$ cat src/rtl/seg7_display_ctrl.sv
// Six-digit hex to seven-segment sequencer: decodes a 24-bit value and issues the
// five segment-row writes to the display driver, queuing at most one follow-up frame.
module seg7_display_ctrl #(
  parameter logic [31:0] BASE_ADDR = 32'd3
) (
  input  logic        clk,
  input  logic        reset_n,
  input  logic        req,
  input  logic [23:0] value,
  input  logic        lz_blank,
  output logic        busy,
  output logic        done,
  output logic        write_enable,
  output logic        cs_7seg,
  output logic [31:0] address,
  output logic [31:0] data_write
);

  typedef enum logic [2:0] {IDLE, W0, W1, W2, W3, W4, DONE} state_t;

  state_t state;
  state_t state_next;

  logic [23:0]       work_value;
  logic              work_lz;
  logic [23:0]       pend_value;
  logic              pend_lz;
  logic              pending;
  logic              in_write;
  logic              capture;
  logic              reload;
  logic [5:0][3:0]   digit;
  logic [5:0]        blank;
  logic [5:0][6:0]   seg;
  logic [4:0][11:0]  row;

  function automatic logic [6:0] decode_hex(input logic [3:0] nib);
    logic [6:0] pattern;
    case (nib)
      4'h0:    pattern = 7'h40;
      4'h1:    pattern = 7'h79;
      4'h2:    pattern = 7'h24;
      4'h3:    pattern = 7'h30;
      4'h4:    pattern = 7'h19;
      4'h5:    pattern = 7'h12;
      4'h6:    pattern = 7'h02;
      4'h7:    pattern = 7'h78;
      4'h8:    pattern = 7'h00;
      4'h9:    pattern = 7'h10;
      4'hA:    pattern = 7'h08;
      4'hB:    pattern = 7'h03;
      4'hC:    pattern = 7'h46;
      4'hD:    pattern = 7'h21;
      4'hE:    pattern = 7'h06;
      default: pattern = 7'h0E;
    endcase
    return pattern;
  endfunction

  assign in_write = (state == W0) || (state == W1) || (state == W2) ||
                    (state == W3) || (state == W4);
  assign capture  = req && ((state == IDLE) || (state == DONE));
  assign reload   = (state == DONE) && !req && pending;

  // State register
  always_ff @(posedge clk or negedge reset_n) begin
    if (!reset_n) begin
      state <= IDLE;
    end else begin
      state <= state_next;
    end
  end

  // Next-state logic
  always_comb begin
    state_next = state;
    case (state)
      IDLE:    if (req) state_next = W0;
      W0:      state_next = W1;
      W1:      state_next = W2;
      W2:      state_next = W3;
      W3:      state_next = W4;
      W4:      state_next = DONE;
      DONE:    state_next = (req || pending) ? W0 : IDLE;
      default: state_next = IDLE;
    endcase
  end

  // Work registers stay frozen for a whole frame; mid-frame requests land in the
  // pending slot, last one wins, and the slot is consumed or dropped at DONE.
  always_ff @(posedge clk or negedge reset_n) begin
    if (!reset_n) begin
      work_value <= '0;
      work_lz    <= 1'b0;
      pend_value <= '0;
      pend_lz    <= 1'b0;
      pending    <= 1'b0;
    end else begin
      if (capture) begin
        work_value <= value;
        work_lz    <= lz_blank;
      end else if (reload) begin
        work_value <= pend_value;
        work_lz    <= pend_lz;
      end

      if (in_write && req) begin
        pending    <= 1'b1;
        pend_value <= value;
        pend_lz    <= lz_blank;
      end else if (state == DONE) begin
        pending    <= 1'b0;
      end
    end
  end

  assign digit = work_value;

  // A digit is blanked when it and every digit above it are zero; hex0 always shows.
  assign blank = {work_lz && (work_value[23:20] == 4'h0),
                  work_lz && (work_value[23:16] == 8'h0),
                  work_lz && (work_value[23:12] == 12'h0),
                  work_lz && (work_value[23:8]  == 16'h0),
                  work_lz && (work_value[23:4]  == 20'h0),
                  1'b0};

  always_comb begin
    seg[0] = blank[0] ? 7'h7F : decode_hex(digit[0]);
    seg[1] = blank[1] ? 7'h7F : decode_hex(digit[1]);
    seg[2] = blank[2] ? 7'h7F : decode_hex(digit[2]);
    seg[3] = blank[3] ? 7'h7F : decode_hex(digit[3]);
    seg[4] = blank[4] ? 7'h7F : decode_hex(digit[4]);
    seg[5] = blank[5] ? 7'h7F : decode_hex(digit[5]);
  end

  assign row[0] = {6'b0, seg[0][0], seg[1][0], seg[2][0], seg[3][0], seg[4][0], seg[5][0]};
  assign row[1] = {seg[0][1], seg[0][5], seg[1][1], seg[1][5], seg[2][1], seg[2][5],
                   seg[3][1], seg[3][5], seg[4][1], seg[4][5], seg[5][1], seg[5][5]};
  assign row[2] = {6'b0, seg[0][6], seg[1][6], seg[2][6], seg[3][6], seg[4][6], seg[5][6]};
  assign row[3] = {seg[0][4], seg[0][2], seg[1][4], seg[1][2], seg[2][4], seg[2][2],
                   seg[3][4], seg[3][2], seg[4][4], seg[4][2], seg[5][4], seg[5][2]};
  assign row[4] = {6'b0, seg[0][3], seg[1][3], seg[2][3], seg[3][3], seg[4][3], seg[5][3]};

  // Output logic
  always_comb begin
    busy         = (state != IDLE);
    done         = (state == DONE);
    write_enable = 1'b0;
    address      = '0;
    data_write   = '0;
    case (state)
      W0: begin
        write_enable = 1'b1;
        address      = BASE_ADDR;
        data_write   = {20'b0, row[0]};
      end
      W1: begin
        write_enable = 1'b1;
        address      = BASE_ADDR + 32'd1;
        data_write   = {20'b0, row[1]};
      end
      W2: begin
        write_enable = 1'b1;
        address      = BASE_ADDR + 32'd2;
        data_write   = {20'b0, row[2]};
      end
      W3: begin
        write_enable = 1'b1;
        address      = BASE_ADDR + 32'd3;
        data_write   = {20'b0, row[3]};
      end
      W4: begin
        write_enable = 1'b1;
        address      = BASE_ADDR + 32'd4;
        data_write   = {20'b0, row[4]};
      end
      default: ;
    endcase
    cs_7seg = write_enable;
  end

endmodule

$ cat config.mk
export PLATFORM = sky130hd
export DESIGN_NAME = seg7_display_ctrl
export DESIGN_NICKNAME = d
export VERILOG_FILES = /design/src/rtl/seg7_display_ctrl.sv
export SDC_FILE = /design/constraint.sdc
export NUM_CORES = 1
export LEC_CHECK = 0
export ABC_CLOCK_PERIOD_IN_PS = 4300
export CAP_MARGIN = 20
export CORE_MARGIN = 2
export CORE_UTILIZATION = 35
export CTS_BUF_LIST = sky130_fd_sc_hd__clkbuf_4 sky130_fd_sc_hd__clkbuf_8
export DETAILED_ROUTE_END_ITERATION = 10
export PLACE_DENSITY = 0.63
export SETUP_SLACK_MARGIN = 0.4
export SYNTH_ARGS = -nofsm -noshare
export SYNTH_HDL_FRONTEND = slang
export SYNTH_SLANG_ARGS = --single-unit
export TNS_END_PERCENT = 10
$ cat constraint.sdc
create_clock -name clk -period 4.3 [get_ports clk]
set_input_delay 0.86 -clock clk [delete_from_list [all_inputs] [get_ports clk]]
set_output_delay 0.86 -clock clk [all_outputs]
set_load 0.02 [all_outputs]
==> results of run 1 <==
metal layers:
layer | vias up | track usage, % | part of all wire (%)
met5 | - | 0 | 0
met4 | 0 | 4.52 | 1.5
met3 | 12 | 1.64 | 4.4
met2 | 113 | 24.7 | 47
met1 | 1664 | 20.0 | 47
li1 | 1733 | - | -
placed cells by master, fill, tap and decap left out, types with 19 or more instances in the layout:
| cell | netlist | layout |
|---|---|---|
| nand2_1 | 48 | 48 |
| a21oi_1 | 23 | 23 |
| inv_1 | 25 | 25 |
| o21ai_0 | 34 | 34 |
| dfrtp_1 | 54 | 54 |
| ha_1 | 32 | 32 |
| mux2i_1 | 39 | 39 |
| clkdlybuf4s50_1 | 0 | 44 |
| mux2_1 | 19 | 19 |
| nor2_1 | 31 | 31 |
| conb_1 | 1 | 49 |
critical path: cells and delay by family, from the launching register on:
| kind | cells | cell delay, ns |
|---|---|---|
| compound gates | 2 | 0.20 |
| simple gates | 3 | 0.89 |
| fa+ha+maj | 1 | 0.24 |
| flops | 1 | 0.46 |
| buf+inv | 2 | 0.80 |
state kept, by name (all words and copies together), names as in the netlist:
register / cells
pend_lz: 1
pending: 1
work_lz: 1
digit: 24
pend_value: 24
state: 3
cell type report:
class	count	area (µm²)
fillers	1273	7660
multi-input cells	396	2780
flip-flops and latches	54	1350
repair buffers	49	480
well taps	172	215
inverters	25	93.8
clock buffers	6	82.6
clock inverters	2	12.5
timing repair:
action,CTS,global route
hold buffers,0,0
endpoints found under the setup margin,0,4
gates resized for setup,0,1
cells by family after synthesis:
logic type / after synthesis / synth area share [%]
simple gates: 130 / 14.5
compound gates: 114 / 15.9
buf+inv: 105 / 13.8
mux: 71 / 17.4
flops: 54 / 29.5
fa+ha+maj: 32 / 8.76
other cells: 1 / 0.0820
power groups by stage:
stage	clock network (mW)	logic, mW	registers (mW)
floorplan	0	1.91	0.943
global placement	0	2.23	1.18
detailed placement	0	2.26	1.20
CTS	0.318	2.27	1.19
global route	0.337	2.53	1.26
finish	0.307	2.25	1.19
stage by stage:
| stage | hold slack, ns | power [mW] | utilization [%] |
|---|---|---|---|
| finish | 0.497 | 3.75 | 39.5 |
| global route | 0.528 | 4.12 | 39.5 |
| CTS | 0.506 | 3.77 | 39.5 |
| detailed placement | 0.482 | 3.45 | 38.8 |
| global placement | 0.475 | 3.40 | 38.8 |
| floorplan | 0.464 | 2.86 | - |
worst max path at each step:
stage | from | to | cells past startpoint
2_1_floorplan | digit[20]$_DFFE_PN0P_ | data_write[8] | 8
3_3_place_gp | digit[20]$_DFFE_PN0P_ | data_write[2] | 7
3_5_place_dp | digit[20]$_DFFE_PN0P_ | data_write[2] | 7
4_1_cts | digit[20]$_DFFE_PN0P_ | data_write[8] | 8
5_1_grt | digit[16]$_DFFE_PN0P_ | data_write[8] | 8
6_report | digit[20]$_DFFE_PN0P_ | data_write[8] | 8
==> flow_metrics.py, run 1 <==
metrics = {
    "detailed_routing": {
        "drt_wl_total_mm": 9.89,
        "drc": 0,
        "firstDrtPassIters": 4,
        "wl_per_cell_um": 14.0,
        "vias": 3522,
        "ant_nets": 0,
        "drt-initial-drc-count": 141,
        "vias_per_cell": 5.00,
    },
    "finish": {
        "finalNonFillerCells": 704,
        "stdcell_area_um2": 5010,
        "nets": 591,
        "diodes": 0,
        "area_delta_synth_final_pct": 9.58,
        "drive_gt1_share_pct": 6.95,
    },
    "grt": {
        "first_global_vias": 3429,
        "grt_pass1_wl_mm": 17.1,
        "grt-ovfl-total": 0,
        "track_usage_pct": 14.8,
        "grt_max_degree": 38,
        "grt_antenna_before_repair": 0,
    },
    "place": {
        "dpl_cell_area_um2": 4910,
        "io_buffer_count": 46,
        "place.gp.congestion": 0.909,
        "dp_slack_ns": 0.911,
        "dp_cells": 696,
        "dpl.hpwl_mm": 7.23,
    },
    "yosys": {
        "synthArstFlopShare_pct": 100,
        "synth-edff-count": 0,
        "synth-seq-area-share_pct": 29.5,
        "ys.flop_type": "dfrtp_1",
        "yosys-top-cells-count": "54 x dfrtp_1, 52 x buf_4, 48 x nand2_1",
        "netlist_area_um2": 4570,
        "synth_seq_cells": 54,
        "ys_warn_count": 0,
        "synth_area_leaders": "dfrtp_1 30%, ha_1 8.8%, mux2i_1 8.5%",
        "syn_inst": 507,
        "synth.distinct_cells": 57,
        "yosysTopAreaCell": "dfrtp_1",
        "synth_top_area_share_pct": 29.5,
        "syn_area_per_cell_um2": 9.02,
        "yosysMostFrequentCell": "dfrtp_1",
    },
    "timing": {
        "slew_violations": 0,
        "tightest_slew_ns": 0.870,
        "finalSetupViolations": 0,
        "fin_crit_ns": 3.78,
        "tns_ns": 0,
        "setup_slack_ns": 0.520,
        "skew_ns": 0.0130,
        "fmax_ghz": 0.265,
        "hold_viol_final": 0,
        "fin_crit_sh_pct": 87.9,
        "relSlewSlack_pct": 41.8,
        "grt_setup_unrepaired": "true",
    },
    "pwr": {
        "comb_power_share_pct": 60.0,
        "switching_share_pct": 47.5,
        "peakVddDrop_v": 0.000689,
        "p_per_area_nw_per_um2": 747,
        "p_switching_mw": 1.78,
        "p_leak_nw": 2.29,
        "internal-power_mw": 1.97,
        "pwr-share-clk_pct": 8.2,
        "p_seq_share_pct": 31.8,
    },
    "hold_path": {
        "min_to": "pend_value[6]$_DFFE_PN0P_",
        "hold_class": "register to register",
        "hold_depth": 1,
        "holdCritStartpoint": "pend_value[6]$_DFFE_PN0P_",
    },
    "clock_network": {
        "clk_latency_ns": 0.33,
        "clock-root-buffer": "clkbuf_8",
        "htreeDepth": 2,
        "post_cts_buffers": 0,
        "clk_pin_slew_worst_paths_ns": 0.11,
        "numCtsBuffers": 5,
        "clockBufferDepth": 2,
        "tritoncts": "built",
        "cts.sinks": 54,
    },
    "die": {
        "dieHeight_um": 118,
        "start_util_pct": 36.1,
        "rows": 41,
        "dieWidth_um": 118,
        "io_pins": 96,
        "dieArea_um2": 14000,
        "core_area_um2": 12700,
    },
    "critical_path": {
        "start_kind": "register",
        "worstSetupEndpointType": "primary output",
        "rr_endpoint": "digit[9]$_DFFE_PN0P_",
        "cp.required_ns": 3.44,
        "r2r_start": "state[1]$_DFFE_PN0P_",
        "r2r_slack_ns": 1.85,
        "cp_slowest_stage_delay_ns": 0.66,
        "cpMostUsedCell": "and4_4",
        "worst-r2r-cell-count": 5,
        "crit_arrival_ns": 2.92,
        "critical_path_class": "register to primary output",
        "crit_chain": "inv_1 > ha_1 > and4bb_4 > and4_4 > and4_4 > a311oi_2 > o32ai_1 > clkdlybuf4s50_1",
        "critPathSlowestCell": "clkdlybuf4s50_1",
        "critPathMaxFanout": 10,
    },
    "run": {
        "cap_violations": 0,
    },
    "outcome": {
        "status": "complete, no violations",
    },
}
No activity file was read; power rests on OpenSTA's default activity.
==> run 2, diff against run 1 <==
--- a/config.mk
+++ b/config.mk
@@ -7,7 +7,7 @@
 export LEC_CHECK = 0
 export ABC_CLOCK_PERIOD_IN_PS = 4300
 export CAP_MARGIN = 20
-export CORE_MARGIN = 2
+export CORE_MARGIN = 8
 export CORE_UTILIZATION = 35
 export CTS_BUF_LIST = sky130_fd_sc_hd__clkbuf_4 sky130_fd_sc_hd__clkbuf_8
 export DETAILED_ROUTE_END_ITERATION = 10
==> flow_metrics.py, run 2 (synthesis results as in run 1) <==
metrics = {
    "outcome": {
        "status": "complete, no violations",
    },
    "pwr": {
        "comb_power_share_pct": 59.7,
        "p_seq_share_pct": 32.1,
        "internal-power_mw": 1.97,
        "p_leak_nw": 2.29,
        "p_per_area_nw_per_um2": 754,
        "switching_share_pct": 47.8,
        "p_switching_mw": 1.80,
        "pwr-share-clk_pct": 8.2,
        "peakVddDrop_v": 0.000590,
    },
    "finish": {
        "drive_gt1_share_pct": 6.78,
        "diodes": 0,
        "nFillCells": 1284,
        "nets": 590,
        "final_common_cell": "dfrtp_1",
        "final_cell_mix": "54 x dfrtp_1, 49 x conb_1, 48 x nand2_1",
        "finalCoreUtilization_pct": 39.5,
        "area_delta_synth_final_pct": 9.55,
        "finalNonFillerCells": 703,
    },
    "critical_path": {
        "start_kind": "register",
        "critical_path_class": "register to primary output",
        "worstSetupEndpointType": "primary output",
        "cp.required_ns": 3.44,
        "crit_arrival_ns": 2.89,
        "critPathMaxFanout": 7,
    },
    "grt": {
        "grt_antenna_before_repair": 0,
        "grt-ovfl-total": 0,
        "grt_use_met1_pct": 15.5,
        "grt_max_degree": 33,
        "track_usage_pct": 12.5,
        "met3_usage_pct": 2.08,
        "grt_pass1_wl_mm": 17.1,
        "use_met2_pct": 21.7,
        "first_global_vias": 3461,
        "top_usage_layer": "met2",
    },
    "clock_network": {
        "cts.sinks": 54,
        "clock-root-buffer": "clkbuf_8",
        "htreeDepth": 2,
        "clk_pin_slew_worst_paths_ns": 0.10,
        "numCtsBuffers": 5,
        "post_cts_buffers": 0,
        "tritoncts": "built",
        "clk_latency_ns": 0.31,
        "clockBufferDepth": 2,
    },
    "timing": {
        "setup_slack_ns": 0.552,
        "hold_viol_final": 0,
        "fin_crit_sh_pct": 87.2,
        "grt_setup_unrepaired": "true",
        "tightest_slew_ns": 0.857,
        "skew_ns": 0.00681,
        "relSlewSlack_pct": 42.7,
        "tns_ns": 0,
        "slew_violations": 0,
        "fin_crit_ns": 3.75,
        "finalSetupViolations": 0,
        "fmax_ghz": 0.267,
    },
    "place": {
        "dp_slack_ns": 0.918,
        "dp_cells": 695,
        "place.gp.congestion": 0.903,
        "io_buffer_count": 46,
        "dpl.hpwl_mm": 7.95,
    },
    "die": {
        "dieHeight_um": 130,
        "dieWidth_um": 130,
        "start_util_pct": 36.1,
        "io_pins": 96,
        "rows": 41,
        "core_area_um2": 12700,
        "dieArea_um2": 17000,
    },
    "detailed_routing": {
        "vias_per_cell": 5.03,
        "drt_wl_total_mm": 10.6,
        "wl_per_cell_um": 15.1,
        "drt-initial-drc-count": 206,
        "vias": 3538,
        "drc": 0,
        "ant_nets": 0,
        "firstDrtPassIters": 4,
    },
    "hold_path": {
        "hold_class": "register to register",
    },
    "run": {
        "cap_violations": 0,
    },
}
## run 2: what timing repair did
| item | 4_1_cts | 5_1_grt |
|---|---|---|
| hold buffers | 0 | 0 |
| hold endpoints to repair | 0 | 0 |
| setup endpoints to repair | 0 | 4 |
| gates resized for setup | 0 | 2 |
## run 2: power groups by stage
stage,clock network (mW),registers [mW],logic (mW)
2_1_floorplan,0,0.943,1.91
3_3_place_gp,0,1.20,2.21
3_5_place_dp,0,1.22,2.25
4_1_cts,0.318,1.21,2.27
5_1_grt,0.337,1.27,2.51
6_report,0.309,1.21,2.26
## run 2: worst paths after layout
path                                                  from                    endpoint  slack [ns]  depth (start not counted)
worst min-delay path            pend_value[17]$_DFFE_PN0P_  pend_value[17]$_DFFE_PN0P_        0.50                          1
worst max-delay path                 digit[20]$_DFFE_PN0P_               data_write[4]        0.55                          8
max in group asynchronous                          reset_n  pend_value[15]$_DFFE_PN0P_        2.97                          2
worst max register to register        state[1]$_DFFE_PN0P_       digit[11]$_DFFE_PN0P_        1.82                          5
worst min register to register  pend_value[17]$_DFFE_PN0P_  pend_value[17]$_DFFE_PN0P_        0.50                          1
min in group asynchronous                          reset_n         pend_lz$_DFFE_PN0P_        0.51                          1
## run 2: stage by stage
step | hold slack, ns | total power [mW] | instance area [µm²]
global placement | 0.475 | 3.41 | 4910
finish | 0.503 | 3.78 | 5010
CTS | 0.508 | 3.79 | 5000
floorplan | 0.464 | 2.86 | 4750
detailed placement | 0.485 | 3.47 | 4910
global route | 0.518 | 4.11 | 5010
## run 2: layer usage
| metal | part of all wire (%) | routed length [µm] | up-vias |
|---|---|---|---|
| met5 | 0 | 0 | - |
| met4 | 1.3 | 135 | 0 |
| met3 | 7.5 | 800 | 8 |
| met2 | 46 | 4930 | 120 |
| met1 | 45 | 4770 | 1689 |
| li1 | - | - | 1721 |
## run 2: critical path, cell delays in order, from the launching register on
cell             delay (ns)
dfrtp_1                0.45
inv_1                  0.11
ha_1                   0.27
and4bb_4               0.25
nand3_1                0.18
o21ai_0                0.21
a211oi_1               0.39
o211ai_1               0.14
clkdlybuf4s50_1        0.56
## run 2: final cells by class
type	count	area (µm²)	share of cell area, %
repair buffers	48	473	9.44
flip-flops and latches	54	1350	27.0
inverters	25	93.8	1.87
clock inverters	1	5.00	0.0999
well taps	172	215	4.30
clock buffers	7	90.1	1.80
multi-input cells	396	2780	55.5
==> run 3, diff against run 2 <==
--- a/config.mk
+++ b/config.mk
@@ -6,12 +6,11 @@
 export NUM_CORES = 1
 export LEC_CHECK = 0
 export ABC_CLOCK_PERIOD_IN_PS = 4300
-export CAP_MARGIN = 20
+export CAP_MARGIN = 10
 export CORE_MARGIN = 8
 export CORE_UTILIZATION = 35
 export CTS_BUF_LIST = sky130_fd_sc_hd__clkbuf_4 sky130_fd_sc_hd__clkbuf_8
 export DETAILED_ROUTE_END_ITERATION = 10
-export PLACE_DENSITY = 0.63
 export SETUP_SLACK_MARGIN = 0.4
 export SYNTH_ARGS = -nofsm -noshare
 export SYNTH_HDL_FRONTEND = slang
==> flow_metrics.py, run 3 (synthesis results as in run 1) <==
metrics = {
    "clock_network": {
        "post_cts_buffers": 0,
        "clockBufferDepth": 2,
        "tritoncts": "built",
        "cts.sinks": 54,
        "clock-root-buffer": "clkbuf_8",
        "numCtsBuffers": 5,
        "clk_latency_ns": 0.32,
        "htreeDepth": 2,
        "clk_pin_slew_worst_paths_ns": 0.10,
    },
    "die": {
        "start_util_pct": 36.1,
        "dieArea_um2": 17000,
        "rows": 41,
        "dieHeight_um": 130,
        "io_pins": 96,
        "dieWidth_um": 130,
        "core_area_um2": 12700,
    },
    "finish": {
        "nets": 591,
        "final_common_cell": "dfrtp_1",
        "final_cell_mix": "54 x dfrtp_1, 49 x conb_1, 48 x nand2_1",
        "diodes": 0,
        "finalCoreUtilization_pct": 39.5,
        "area_delta_synth_final_pct": 9.58,
        "drive_gt1_share_pct": 6.95,
    },
    "detailed_routing": {
        "firstDrtPassIters": 4,
        "vias": 3475,
        "ant_nets": 0,
        "drc": 0,
        "wl_per_cell_um": 14.6,
        "vias_per_cell": 4.94,
        "drt_wl_total_mm": 10.3,
        "drt-initial-drc-count": 115,
    },
    "pwr": {
        "p_per_area_nw_per_um2": 748,
        "p_leak_nw": 2.29,
        "internal-power_mw": 1.97,
        "power_mw": 3.75,
        "switching_share_pct": 47.4,
        "pwr-share-clk_pct": 8.2,
        "p_switching_mw": 1.78,
        "p_seq_share_pct": 32.0,
        "comb_power_share_pct": 59.8,
        "peakVddDrop_v": 0.000459,
    },
    "grt": {
        "grt_pass1_wl_mm": 16.3,
        "grt_antenna_before_repair": 0,
        "grt-ovfl-total": 0,
        "grt_max_degree": 31,
        "track_usage_pct": 12.0,
        "first_global_vias": 3297,
    },
    "place": {
        "place.gp.congestion": 0.858,
        "io_buffer_count": 46,
        "dpl.hpwl_mm": 7.79,
        "dp_slack_ns": 0.907,
    },
    "timing": {
        "finalSetupViolations": 0,
        "fin_crit_sh_pct": 87.2,
        "slew_violations": 0,
        "fin_crit_ns": 3.75,
        "grt_setup_unrepaired": "true",
        "hold_viol_final": 0,
        "tns_ns": 0,
        "setup_slack_ns": 0.549,
        "fmax_ghz": 0.267,
        "relSlewSlack_pct": 32.3,
        "skew_ns": 0.00726,
        "tightest_slew_ns": 1.01,
    },
    "hold_path": {
        "hold_class": "register to register",
        "holdCritStartpoint": "pend_value[16]$_DFFE_PN0P_",
    },
    "critical_path": {
        "critical_path_class": "register to primary output",
        "crit_arrival_ns": 2.89,
        "crit_start": "digit[16]$_DFFE_PN0P_",
        "cp.required_ns": 3.44,
        "start_kind": "register",
        "critPathMaxFanout": 10,
        "worstSetupEndpointType": "primary output",
        "r2r_start": "state[1]$_DFFE_PN0P_",
    },
    "run": {
        "cap_violations": 0,
    },
    "outcome": {
        "status": "complete, no violations",
    },
}
-- run 3: final cells by class --
type / instances / area, µm²
tap: 172 / 215
timing repair buffer: 49 / 480
fill: 1293 / 7660
multi-input combinational: 396 / 2780
clock inverter: 1 / 5.00
inverter: 25 / 93.8
clock buffer: 7 / 90.1
sequential: 54 / 1350
-- run 3: final timing paths --
check | end | slack [ns] | depth (start not counted)
setup / recovery | data_write[8] | 0.55 | 8
hold / removal | pend_value[16]$_DFFE_PN0P_ | 0.50 | 1
setup reg to reg | digit[19]$_DFFE_PN0P_ | 1.82 | 6
hold reg to reg | pend_value[16]$_DFFE_PN0P_ | 0.50 | 1
max in group asynchronous | state[2]$_DFFE_PN0P_ | 2.98 | 2
min in group asynchronous | pend_value[7]$_DFFE_PN0P_ | 0.52 | 1
-- run 3: power groups by stage --
stage	clock network [mW]	logic [mW]	registers [mW]
after detailed placement	0	2.25	1.22
after global routing	0.341	2.50	1.26
after CTS	0.320	2.27	1.20
after floorplan	0	1.91	0.943
after global placement	0	2.22	1.19
final	0.306	2.24	1.20
-- run 3: per-layer routing --
metal	vias to the layer above	GRT usage, %	wire [µm]	share of wire (%)
met5	-	0	0	0
met4	0	3.83	138	1.3
met1	1624	15.7	4830	47
met3	8	2.37	793	7.7
li1	1734	-	-	-
met2	109	19.4	4510	44
-- run 3: critical path: stages (launching register included) --
cell             delay, ns
dfrtp_1               0.44
inv_1                 0.15
ha_1                  0.24
nor3b_2               0.28
and4_4                0.34
and4_4                0.26
a311oi_2              0.05
o32ai_1               0.14
clkdlybuf4s50_1       0.66
-- run 3: timing repair --
| action | 4_1_cts | 5_1_grt |
|---|---|---|
| setup endpoints to repair | 0 | 2 |
| resized for setup | 0 | 1 |
| hold buffers | 0 | 0 |
-- run 3: metrics by stage --
step / std cells / hold WS, ns / instance area (µm²)
2_1_floorplan: 555 / 0.464 / 4750
3_3_place_gp: 696 / 0.474 / 4910
3_5_place_dp: 696 / 0.481 / 4910
4_1_cts: 704 / 0.504 / 5010
5_1_grt: 704 / 0.522 / 5010
6_report: 704 / 0.500 / 5010
